===== config.mk =====
export PLATFORM = sky130hd
export DESIGN_NAME = i2c_bus_monitor
export DESIGN_NICKNAME = d
export VERILOG_FILES = /design/src/rtl/i2c_pkg.sv /design/src/rtl/i2c_glitch_filter.sv /design/src/rtl/i2c_bus_monitor.sv
export SDC_FILE = /design/constraint.sdc
export NUM_CORES = 1
export LEC_CHECK = 0
export CAP_MARGIN = 30
export CORE_MARGIN = 5
export CORE_UTILIZATION = 59
export DETAILED_ROUTE_END_ITERATION = 7
export DONT_BUFFER_PORTS = 1
export PLACE_DENSITY = 0.8
export SLEW_MARGIN = 5
export SYNTH_ARGS = -nofsm -noshare
export SYNTH_HDL_FRONTEND = slang
export SYNTH_SLANG_ARGS = --single-unit

===== constraint.sdc =====
create_clock -name clk -period 2.02 [get_ports clk]
set_input_delay 0.505 -clock clk [delete_from_list [all_inputs] [get_ports clk]]
set_output_delay 0.505 -clock clk [all_outputs]
set_load 0.005 [all_outputs]

===== src/rtl/i2c_pkg.sv =====
// Shared types and default parameters for the I2C bus monitor.
package i2c_pkg;

  typedef enum logic {BUS_IDLE, BUS_BUSY} bus_state_e;

  localparam int I2C_FILT_LEN_DEF   = 3;
  localparam int I2C_TMO_CYCLES_DEF = 4096;

endpackage


===== src/rtl/i2c_glitch_filter.sv =====
// Per-line glitch filter: the output follows the raw level only after the raw
// level has differed from it for FILT_LEN consecutive cycles. Edge pulses are
// registered with the output update so they line up with the new level.
module i2c_glitch_filter
  import i2c_pkg::*;
#(
  parameter int FILT_LEN = I2C_FILT_LEN_DEF
) (
  input  logic clk,
  input  logic rst_n,
  input  logic raw_i,
  output logic filt_o,
  output logic rise_o,
  output logic fall_o
);

  localparam int CW = $clog2(FILT_LEN + 1);
  localparam logic [CW-1:0] CNT_LAST = CW'(FILT_LEN - 1);

  logic [CW-1:0] cnt_q, cnt_d;
  logic          filt_q, filt_d;
  logic          rise_q, rise_d;
  logic          fall_q, fall_d;

  // Count disagreeing cycles; toggle once the run is long enough.
  always_comb begin
    cnt_d  = '0;
    filt_d = filt_q;
    rise_d = 1'b0;
    fall_d = 1'b0;
    if (raw_i != filt_q) begin
      if (cnt_q == CNT_LAST) begin
        filt_d = raw_i;
        rise_d = raw_i;
        fall_d = ~raw_i;
      end else begin
        cnt_d = cnt_q + CW'(1);
      end
    end
  end

  // Filter state; the idle bus level (high) is the reset value.
  always_ff @(posedge clk) begin
    if (!rst_n) begin
      cnt_q  <= '0;
      filt_q <= 1'b1;
      rise_q <= 1'b0;
      fall_q <= 1'b0;
    end else begin
      cnt_q  <= cnt_d;
      filt_q <= filt_d;
      rise_q <= rise_d;
      fall_q <= fall_d;
    end
  end

  assign filt_o = filt_q;
  assign rise_o = rise_q;
  assign fall_o = fall_q;

endmodule


===== src/rtl/i2c_bus_monitor.sv =====
// I2C bus monitor: filters SCL/SDA, decodes START/STOP/repeated START and
// tracks bus busy state with an SCL-stuck-low timeout.
module i2c_bus_monitor
  import i2c_pkg::*;
#(
  parameter int FILT_LEN   = I2C_FILT_LEN_DEF,
  parameter int TMO_CYCLES = I2C_TMO_CYCLES_DEF
) (
  input  logic clk,
  input  logic rst_n,
  input  logic scl_i,
  input  logic sda_i,
  output logic scl_o,
  output logic sda_o,
  output logic scl_rise_o,
  output logic scl_fall_o,
  output logic start_o,
  output logic rstart_o,
  output logic stop_o,
  output logic busy_o,
  output logic tmo_o
);

  localparam int TW = (TMO_CYCLES > 1) ? $clog2(TMO_CYCLES + 1) : 1;
  localparam logic [TW-1:0] TMO_LAST = (TMO_CYCLES == 0) ? '0 : TW'(TMO_CYCLES - 1);

  logic sda_rise, sda_fall;
  logic scl_quiet, start_ev, stop_ev;

  bus_state_e    state_q, state_d;
  logic [TW-1:0] tmo_cnt_q, tmo_cnt_d;

  i2c_glitch_filter #(.FILT_LEN(FILT_LEN)) u_scl_filt (
    .clk    (clk),
    .rst_n  (rst_n),
    .raw_i  (scl_i),
    .filt_o (scl_o),
    .rise_o (scl_rise_o),
    .fall_o (scl_fall_o)
  );

  i2c_glitch_filter #(.FILT_LEN(FILT_LEN)) u_sda_filt (
    .clk    (clk),
    .rst_n  (rst_n),
    .raw_i  (sda_i),
    .filt_o (sda_o),
    .rise_o (sda_rise),
    .fall_o (sda_fall)
  );

  // SDA moving while SCL is high and steady; a simultaneous SCL edge is ambiguous.
  assign scl_quiet = ~scl_rise_o & ~scl_fall_o;
  assign start_ev  = sda_fall & scl_quiet & scl_o;
  assign stop_ev   = sda_rise & scl_quiet & scl_o;

  // Bus FSM next state, timeout counter and event pulses.
  always_comb begin
    state_d   = state_q;
    tmo_cnt_d = tmo_cnt_q;
    start_o   = start_ev;
    rstart_o  = 1'b0;
    stop_o    = stop_ev;
    tmo_o     = 1'b0;
    case (state_q)
      BUS_IDLE: begin
        tmo_cnt_d = '0;
        if (start_ev) state_d = BUS_BUSY;
      end
      BUS_BUSY: begin
        if (start_ev) begin
          rstart_o  = 1'b1;
          tmo_cnt_d = '0;
        end else if (stop_ev) begin
          state_d   = BUS_IDLE;
          tmo_cnt_d = '0;
        end else if (scl_o || (TMO_CYCLES == 0)) begin
          tmo_cnt_d = '0;
        end else if (tmo_cnt_q == TMO_LAST) begin
          tmo_o     = 1'b1;
          state_d   = BUS_IDLE;
          tmo_cnt_d = '0;
        end else begin
          tmo_cnt_d = tmo_cnt_q + TW'(1);
        end
      end
      default: begin
        state_d   = BUS_IDLE;
        tmo_cnt_d = '0;
      end
    endcase
  end

  // State and timeout counter registers.
  always_ff @(posedge clk) begin
    if (!rst_n) begin
      state_q   <= BUS_IDLE;
      tmo_cnt_q <= '0;
    end else begin
      state_q   <= state_d;
      tmo_cnt_q <= tmo_cnt_d;
    end
  end

  assign busy_o = (state_q == BUS_BUSY);

endmodule


==> flow_metrics.env <==
export IMPL_p_leak_nw=0.335
export IMPL_largest_reg_flops=13
export IMPL_synth_xor_area_share_pct=10.4
export IMPL_reg2reg_launch_point="tmo_cnt_q[1]$_SDFF_PP0_"
export IMPL_setup_tns_final_ns=0
export IMPL_final_period_utilization_pct=95.1
export IMPL_cts_buffer_depth=2
export IMPL_fmax_mhz=520
export IMPL_cts_sinks=24
export IMPL_placement_io_buffers=0
export IMPL_first_global_vias=690
export IMPL_synth_simple_area_share_pct=31.7
export IMPL_max_transition_viols_final=0
export IMPL_start_util_pct=60.3
export IMPL_synth_edff_count=0
export IMPL_synth_avg_cell_area_um2=9.59
export IMPL_path_max_fanout=5
export IMPL_flip_flop_cell_with_the_highest_count_after_synthesis="dfxtp_1"
export IMPL_layout_cells_most_common_list="22 x dfxtp_1, 18 x nor2_1, 8 x xnor2_1"
export IMPL_post_synth_fa_ha_maj_area_fraction_pct=3.73
export IMPL_yosys_warnings=0
export IMPL_status="finished clean"
export IMPL_ant_nets=0
export IMPL_finalPower_mw=0.705
export IMPL_post_synthesis_cell_count=105
export IMPL_global_route_wire_length_before_repair_mm=2.82
export IMPL_synthToLayoutAreaGrowth_pct=4.60
export IMPL_yosys_mux_area_fraction_pct=0.994
export IMPL_final_non_filler_cells=123
export IMPL_avgViaCountPerCell=5.80
export IMPL_arrival_time_of_the_worst_setup_path_ns=1.42
export IMPL_design_die_area_um2=2630
export IMPL_crit_start="tmo_cnt_q[8]$_SDFF_PP0_"
export IMPL_synthesized_area_fraction_occupied_by_ao_oa_aoi_and_oai_cells_pct=1.74
export IMPL_timing_slew_headroom_pct=59.8
export IMPL_grt_setup_unrepaired="false"
export IMPL_critPathCaptureType="output port"
export IMPL_chipWidth_um=51.3
export IMPL_pwr_density_cell_nw_per_um2=669
export IMPL_gp_routability_congestion=0.744
export IMPL_setup_violations=0
export IMPL_ir_worst_vdd_uv=567
export IMPL_worst_setup_path_type="flip-flop to output port"
export IMPL_synth_top_family_by_area="simple AND/OR/NAND/NOR gates"
export IMPL_clk_transition_reported_paths_ns=0.11
export IMPL_largest_register="tmo_cnt_q"
export IMPL_hpwl_mm=1.27
export IMPL_placement_rows=15
export IMPL_maxCapViolCount=0
export IMPL_yosysSeqAreaShare_pct=47.7
export IMPL_detail_route_wirelength_mm=1.66
export IMPL_hold_path_class="input port to flip-flop"
export IMPL_cts_resized=2
export IMPL_reg_largest_list="tmo_cnt_q: 13 flops, u_scl_filt.cnt_q: 2 flops, u_sda_filt.cnt_q: 2 flops"
export IMPL_drt_initial_drc_count=5
export IMPL_grt_overflow=0
export IMPL_vias=714
export IMPL_cts_post_setup_buffers_inserted=0
export IMPL_floorplan_core_area_um2=1670
export IMPL_ctsHtreeMaxLevel=1
export IMPL_cts_tree="done"
export IMPL_grt_max_degree=13
export IMPL_hold_start="rst_n"
export IMPL_worst_hold_slack_ns=0.256
export IMPL_worstPathRequired_ns=1.51
export IMPL_critical_path_slowest_cell="dfxtp_1"
export IMPL_final_hold_violation_count=0
export IMPL_drt_drc_violations_left=0
export IMPL_yosys_register_bits=24
export IMPL_actual_transition_at_the_worst_max_transition_pin_ns=0.594
export IMPL_synth_async_reset_ratio_pct=0
export IMPL_cts_buffers_inserted=3
export IMPL_timing_critical_path_from_type="flip-flop"
export IMPL_final_common_cell="dfxtp_1"
export IMPL_synth_cell_area_um2=1010
export IMPL_num_io_pins=13
export IMPL_layout_cell_share_with_drive_strength_beyond_1_pct=11.3
export IMPL_filler_cell_count=152
export IMPL_worst_clock_skew_ns=0.00368
export IMPL_firstDrtPassIters=4
export IMPL_path_cells="nand3_1 -> nor4b_1 -> and3_1"
export IMPL_antenna_cells_inserted=0
export IMPL_clk_insertion_delay_late_ns=0.30
export IMPL_yosys_cell_types_count=30
export IMPL_numPlacedInstances=120
export IMPL_synth_fp_nets=112
export IMPL_clock_tree_root_cell="clkbuf_4"
export IMPL_fin_nets=115
export IMPL_timing_final_crit_period_ns=1.92
export IMPL_wire_per_inst_um=13.5
export IMPL_die_y_um=51.3
export IMPL_grt_usage_pct=14.3
export IMPL_antenna_found_initial=0
export IMPL_cts_hold_buffers=0
export IMPL_critical_path_max_stage_delay_ns=0.43
-- metal layers --
metal	global-route usage (%)	vias to the layer above	share of wire (%)
li1	-	357	-
met3	4.96	5	4.3
met4	7.42	0	1.4
met2	24.5	10	53
met5	0	-	0
met1	15.4	342	42
-- cell type report --
type | count | area [um2] | area share (%)
inverter | 6 | 22.5 | 2.14
sequential | 24 | 483 | 45.8
tap | 17 | 21.3 | 2.02
multi-input combinational | 73 | 504 | 47.9
clock buffer | 3 | 22.5 | 2.14
-- cells in the mapped netlist (2+ instances only) --
cell type,number,area [um2]
dfxtp_1,24,480
nor2_1,19,71.3
xnor2_1,8,70.1
inv_1,6,22.5
nand2_1,6,22.5
nand3_1,5,25.0
nor3_1,4,20.0
nor3b_1,4,30.0
xor2_1,4,35.0
ha_1,3,37.5
nand3b_1,2,15.0
nor4_1,2,12.5
-- logic make-up after synthesis --
kind of cell / Yosys count
AND/OR/NAND/NOR: 54
flip-flops: 24
XOR/XNOR: 12
buffers and inverters: 8
AO/OA/AOI/OAI: 3
adder cells (fa/ha/maj): 3
multiplexers: 1
-- power breakdown --
| group | internal [mW] | switching [mW] |
|---|---|---|
| registers | 0.481 | 0.00593 |
| logic | 0.0104 | 0.0108 |
| clock network | 0.0696 | 0.127 |
-- path summary, 6_finish.rpt --
kind	slack (ns)	cells after the start	to
hold / removal	0.26	1	u_sda_filt.filt_o$_SDFFE_PN1P_
setup / recovery	0.1	3	tmo_o
setup reg to reg	0.34	5	tmo_cnt_q[7]$_SDFF_PP0_
hold reg to reg	0.42	1	u_scl_filt.cnt_q[0]$_SDFF_PP0_
-- through the flow --
| step | worst slack [ns] | util (%) | cell area, um2 |
|---|---|---|---|
| floorplan | 0.449 | - | 1010 |
| CTS | 0.00514 | 62.2 | 1040 |
| finish | 0.0985 | 63.1 | 1050 |
| global route | 0.00659 | 63.1 | 1050 |
| detailed placement | 0.256 | 60.7 | 1010 |
| global placement | 0.332 | 60.7 | 1010 |
-- critical path, delay by kind of cell, from the launching register on --
family / cells / cell delay [ns]
and+or+nand+nor: 3 / 0.69
DFF: 1 / 0.43
Power figures use the tool's default switching activity.
